[src/rtl/mem_ctrl_pkg.sv]
// Shared types and constants for the MEM-stage off-chip memory sequencer.
package mem_ctrl_pkg;

    typedef enum logic [1:0] {
        IDLE,
        LO,
        HI,
        DONE
    } state_t;

    localparam logic BEAT_LO = 1'b0;
    localparam logic BEAT_HI = 1'b1;

    localparam int EXT_AW = 17;
    localparam int EXT_DW = 16;

endpackage

[src/rtl/mem_timeout.sv]
// Per-beat wait counter; expired flags the last cycle a beat may still be acknowledged.
module mem_timeout #(
    parameter int TIMEOUT = 15,
    parameter int TW      = 8
) (
    input  logic Clock,
    input  logic Reset,
    input  logic clear,
    input  logic enable,
    output logic expired
);

    logic [TW-1:0] count;

    always_ff @(posedge Clock) begin
        if (Reset || clear) begin
            count <= '0;
        end else if (enable) begin
            count <= count + TW'(1);
        end
    end

    assign expired = (count == TW'(TIMEOUT - 1));

endmodule

[src/rtl/mem_ctrl.sv]
// Splits each 32-bit MEM access into two 16-bit req/ack beats (low half first),
// stalling the pipeline until done and aborting with MemErr if a beat times out.
module mem_ctrl
    import mem_ctrl_pkg::*;
#(
    parameter int TIMEOUT = 15,
    parameter int TW      = 8
) (
    input  logic              Clock,
    input  logic              Reset,
    input  logic              MemRead,
    input  logic              MemWrite,
    input  logic [15:0]       MemAddr,
    input  logic [31:0]       MemDataIn,
    output logic [31:0]       MemDataOut,
    output logic              Stall,
    output logic              MemErr,
    output logic              ExtReq,
    output logic              ExtWe,
    output logic [EXT_AW-1:0] ExtAddr,
    output logic [EXT_DW-1:0] ExtWData,
    input  logic [EXT_DW-1:0] ExtRData,
    input  logic              ExtAck
);

    state_t state, nextState;

    logic [15:0] addrQ;
    logic [31:0] wdataQ;
    logic        weQ;
    logic [15:0] rdataLo;
    logic [31:0] dataOutQ;
    logic        memErrQ;

    logic inBeat;
    logic expired;
    logic timeoutFire;
    logic accept;

    assign inBeat      = (state == LO) || (state == HI);
    assign timeoutFire = inBeat && !ExtAck && expired;
    assign accept      = (state == IDLE) && (MemRead || MemWrite);

    mem_timeout #(
        .TIMEOUT(TIMEOUT),
        .TW     (TW)
    ) uTimeout (
        .Clock  (Clock),
        .Reset  (Reset),
        .clear  (!inBeat || ExtAck),
        .enable (inBeat && !ExtAck),
        .expired(expired)
    );

    always_ff @(posedge Clock) begin
        if (Reset) begin
            state <= IDLE;
        end else begin
            state <= nextState;
        end
    end

    always_comb begin
        nextState = state;
        Stall     = 1'b0;
        ExtReq    = 1'b0;
        ExtWe     = 1'b0;
        ExtAddr   = '0;
        ExtWData  = '0;
        unique case (state)
            IDLE: begin
                if (MemRead || MemWrite) begin
                    Stall     = 1'b1;
                    nextState = LO;
                end
            end
            LO: begin
                Stall    = 1'b1;
                ExtReq   = 1'b1;
                ExtWe    = weQ;
                ExtAddr  = {addrQ, BEAT_LO};
                ExtWData = wdataQ[15:0];
                if (ExtAck) begin
                    nextState = HI;
                end else if (expired) begin
                    nextState = DONE;
                end
            end
            HI: begin
                Stall    = 1'b1;
                ExtReq   = 1'b1;
                ExtWe    = weQ;
                ExtAddr  = {addrQ, BEAT_HI};
                ExtWData = wdataQ[31:16];
                if (ExtAck || expired) begin
                    nextState = DONE;
                end
            end
            DONE: begin
                // The pipeline advances now, so any request still present is not taken.
                nextState = IDLE;
            end
            default: nextState = IDLE;
        endcase
    end

    // Access latches carry no reset: they are always loaded before they are observed.
    always_ff @(posedge Clock) begin
        if (accept) begin
            addrQ  <= MemAddr;
            wdataQ <= MemDataIn;
            weQ    <= MemWrite;
        end
        if ((state == LO) && ExtAck && !weQ) begin
            rdataLo <= ExtRData;
        end
    end

    always_ff @(posedge Clock) begin
        if (Reset) begin
            dataOutQ <= '0;
            memErrQ  <= 1'b0;
        end else begin
            memErrQ <= timeoutFire;
            if ((state == HI) && ExtAck && !weQ) begin
                dataOutQ <= {ExtRData, rdataLo};
            end else if (timeoutFire && !weQ) begin
                dataOutQ <= '0;
            end
        end
    end

    assign MemDataOut = dataOutQ;
    assign MemErr     = memErrQ;

endmodule
[config.mk]
export PLATFORM = sky130hd
export DESIGN_NAME = mem_ctrl
export DESIGN_NICKNAME = d
export VERILOG_FILES = /design/src/rtl/mem_ctrl_pkg.sv /design/src/rtl/mem_timeout.sv /design/src/rtl/mem_ctrl.sv
export SDC_FILE = /design/constraint.sdc
export NUM_CORES = 1
export LEC_CHECK = 0
export BUFFER_PORTS_ARGS = -buffer_cell sky130_fd_sc_hd__buf_2
export CORE_UTILIZATION = 40
export CTS_CLUSTER_SIZE = 20
export DETAILED_ROUTE_END_ITERATION = 10
export GPL_ROUTABILITY_DRIVEN = 0
export PLACE_DENSITY = 0.66
export SLEW_MARGIN = 5
export SYNTH_ARGS = -nofsm -noshare
export SYNTH_HDL_FRONTEND = slang
export SYNTH_SLANG_ARGS = --single-unit
[constraint.sdc]
create_clock -name Clock -period 4.45 [get_ports Clock]
set_clock_uncertainty 0.1 [all_clocks]
set_input_delay 0.445 -clock Clock [delete_from_list [all_inputs] [get_ports Clock]]
set_output_delay 0.445 -clock Clock [all_outputs]
set_load 0.02 [all_outputs]
==> results.toml <==
[critical_path]
crit_buf_inv = 2
critical_path.cell_chain = "inv_1 > ha_1 > nor2_1 > nor2_1 > and2_1 > buf_2"
slowest_delay_ns = 0.65
path_max_fanout = 20
crit_family = "simple AND/OR/NAND/NOR gates"
worst_path_max_delay_cell = "ha_1"
endpoint_kind = "output pin"
worstSetupStartpointType = "flip-flop"
cp.required_ns = 3.90
crit_type = "reg2out"
r2r_setup_slack_ns = 2.24
critPathArrivalTime_ns = 2.56
cp_common_cell = "nor2_1"

[clock_tree]
cts_tree = "done"
cts_buffer_depth = 2
htreeDepth = 3
clock_sinks = 108
clock_latency_ns = 0.36
post-cts-setup-buffer-count = 0
hold_buffers = 0
cts_inserted_buffers = 9
cts_root_buf = "clkbuf_8"
clkTransAtPathRegs_ns = 0.11
cts_resized = 0

[logic_synthesis]
syn_area_per_cell_um2 = 12.4
seq_area_frac_synth_pct = 69.3
syn_area_um2 = 4060
synth-edff-count = 65
synth_mux_area_share_pct = 0
synth-compound-area-share_pct = 9.93
synthFlopType = "edfxtp_1"
synth-simple-area-share_pct = 14.3
synthArstFlopShare_pct = 0
synth_xor_area_share_pct = 1.30
ys_warn_count = 0
syn_nets = 404
synth_cells = 327
ys_seq_elements = 108
yosys.area_share.adder_pct = 2.47
synth_top_family_by_area = "simple AND/OR/NAND/NOR gates"
synth_cell_types = 35

[floorplan]
core_area_um2 = 9820
core.rowCount = 36
initial_core_util_pct = 41.3
die_w_um = 103
fp.dieArea_um2 = 10500
die_h_um = 103
num_io_pins = 138

[status]
status = "finished, final reports clean"

[routing]
wl_per_cell_um = 14.1
drtAntennaViolNets = 0
drt_iter0_drc = 116
routed_wl_um = 8500
viasPerCell = 4.67
first_pass_iters = 4
vias = 2815
post-route-drc-count = 0

[cells_and_area]
nFillCells = 938
antenna_cells = 0
nets = 542
seq_area_um2 = 2810
syn2layout_area_growth_pct = 25.2
multi_input_area_um2 = 1150
drive_above_1_share_pct = 37.4
mostFrequentLayoutCell = "buf_2"
final_cell_mix = "buf_2, nand2_1, edfxtp_1"

[global_route]
gr-usage-met2_pct = 28.1
grt_pass1_wl_um = 13000
antenna_found_initial = 0
grt_busiest_layer = "met2"
use_met1_pct = 20.6
grt-ovfl-total = 0
grt_use_met3_pct = 4.07
grt_max_degree = 36
grtUsageTotal_pct = 16.5
grt_pass1_vias = 2686

[placement]
hpwl_um = 5910
place_ws_ns = 1.69
io_buffers = 137

[sta]
finalWorstSetupSlack_ns = 1.35
hold_violations = 0
holdWs_ns = 0.149
fmax_ghz = 0.322
slew_violations = 0
timing.final.crit_period_ns = 3.10
relSlewSlack_pct = 50.5
tns_ns = 0
setup_viol = 0
rsz0062_at_grt = "false"
post-route-period-util_pct = 69.7
tightestPinTransition_ns = 0.742

[pwr]
power_leakage_nw = 2.09
pwr_density_cell_nw_per_um2 = 564
ir_worst_vdd_uv = 479

[run]
cap_violations = 0

[hold_path]
hold_path_class = "in2reg"
## worst reg2reg max path: stages, from the launching register on
cell and delay [ns]:
dfxtp_1 0.43, inv_1 0.11, ha_1 0.37, inv_2 0.19, o41ai_4 0.37, buf_4 0.41
a21oi_1 0.12
## routing by layer
metal | share of wire [%] | wire length, um | vias to the layer above
met2 | 50 | 4280 | 78
li1 | - | - | 1408
met3 | 4.4 | 378 | 4
met1 | 45 | 3790 | 1325
met5 | 0 | 0 | -
met4 | 0.62 | 53 | 0
## final cells by class
| type | instances | share of cell area (%) |
|---|---|---|
| multi-input cells | 197 | 22.6 |
| repair buffers | 143 | 14.4 |
| clock buffers | 10 | 2.51 |
| clock inverters | 6 | 1.40 |
| flip-flops and latches | 108 | 55.4 |
| inverters | 6 | 0.444 |
| well taps | 133 | 3.28 |
## logic make-up after synthesis
logic type                 after synthesis
buffers and inverters                   22
xor gates and xnor gates                 6
DFF                                    108
AOI/OAI and AO/OA                       57
adders and majority gates                8
and+or+nand+nor                        126
## state kept, by name, indices dropped and copies added (netlist names)
name and cells:
MemDataOut 32, wdataQ 32, addrQ 16, rdataLo 16, uTimeout.count 8, state 2, MemErr 1, weQ 1
## power breakdown
group,switching [mW],total [mW],internal (mW)
Clock,0.338,0.606,0.267
Sequential,0.0698,1.38,1.31
Combinational,0.607,0.881,0.273
## path summary, 6_finish.rpt
kind	startpoint	end	depth (start not counted)
min	MemAddr[1]	addrQ[1]$_DFFE_PP_	1
min reg2reg	MemDataOut[15]$_SDFFE_PP0P_	MemDataOut[15]$_SDFFE_PP0P_	2
max reg2reg	state[1]$_SDFFE_PP0P_	MemDataOut[26]$_SDFFE_PP0P_	6
max	state[1]$_SDFFE_PP0P_	ExtAddr[9]	6
## synth_stat cells, types with 2 or more instances
cell type	instances	area share, %
xor2_1	5	1.1
ha_1	8	2.5
edfxtp_1	65	48
buf_6	3	0.83
nand4_1	3	0.46
clkbuf_1	8	0.74
nor2_1	30	2.8
a22oi_1	16	3.0
inv_1	5	0.46
a21oi_2	10	2.2
a21oi_1	23	2.8
buf_2	4	0.49
dfxtp_1	43	21
nand3_1	2	0.25
nand2_1	65	6.0
nor3b_1	2	0.37
and2_1	17	2.6
## stage by stage
stage / utilization [%] / cell area [um2] / instances / total power, mW
floorplan: - / 4060 / 327 / 1.99
global placement: 49.7 / 4880 / 587 / 2.26
detailed placement: 49.7 / 4880 / 587 / 2.29
CTS: 51.7 / 5080 / 603 / 2.90
global route: 51.7 / 5080 / 603 / 3.03
finish: 51.7 / 5080 / 603 / 2.87
Note: power is estimated with default switching activity, not from simulation.
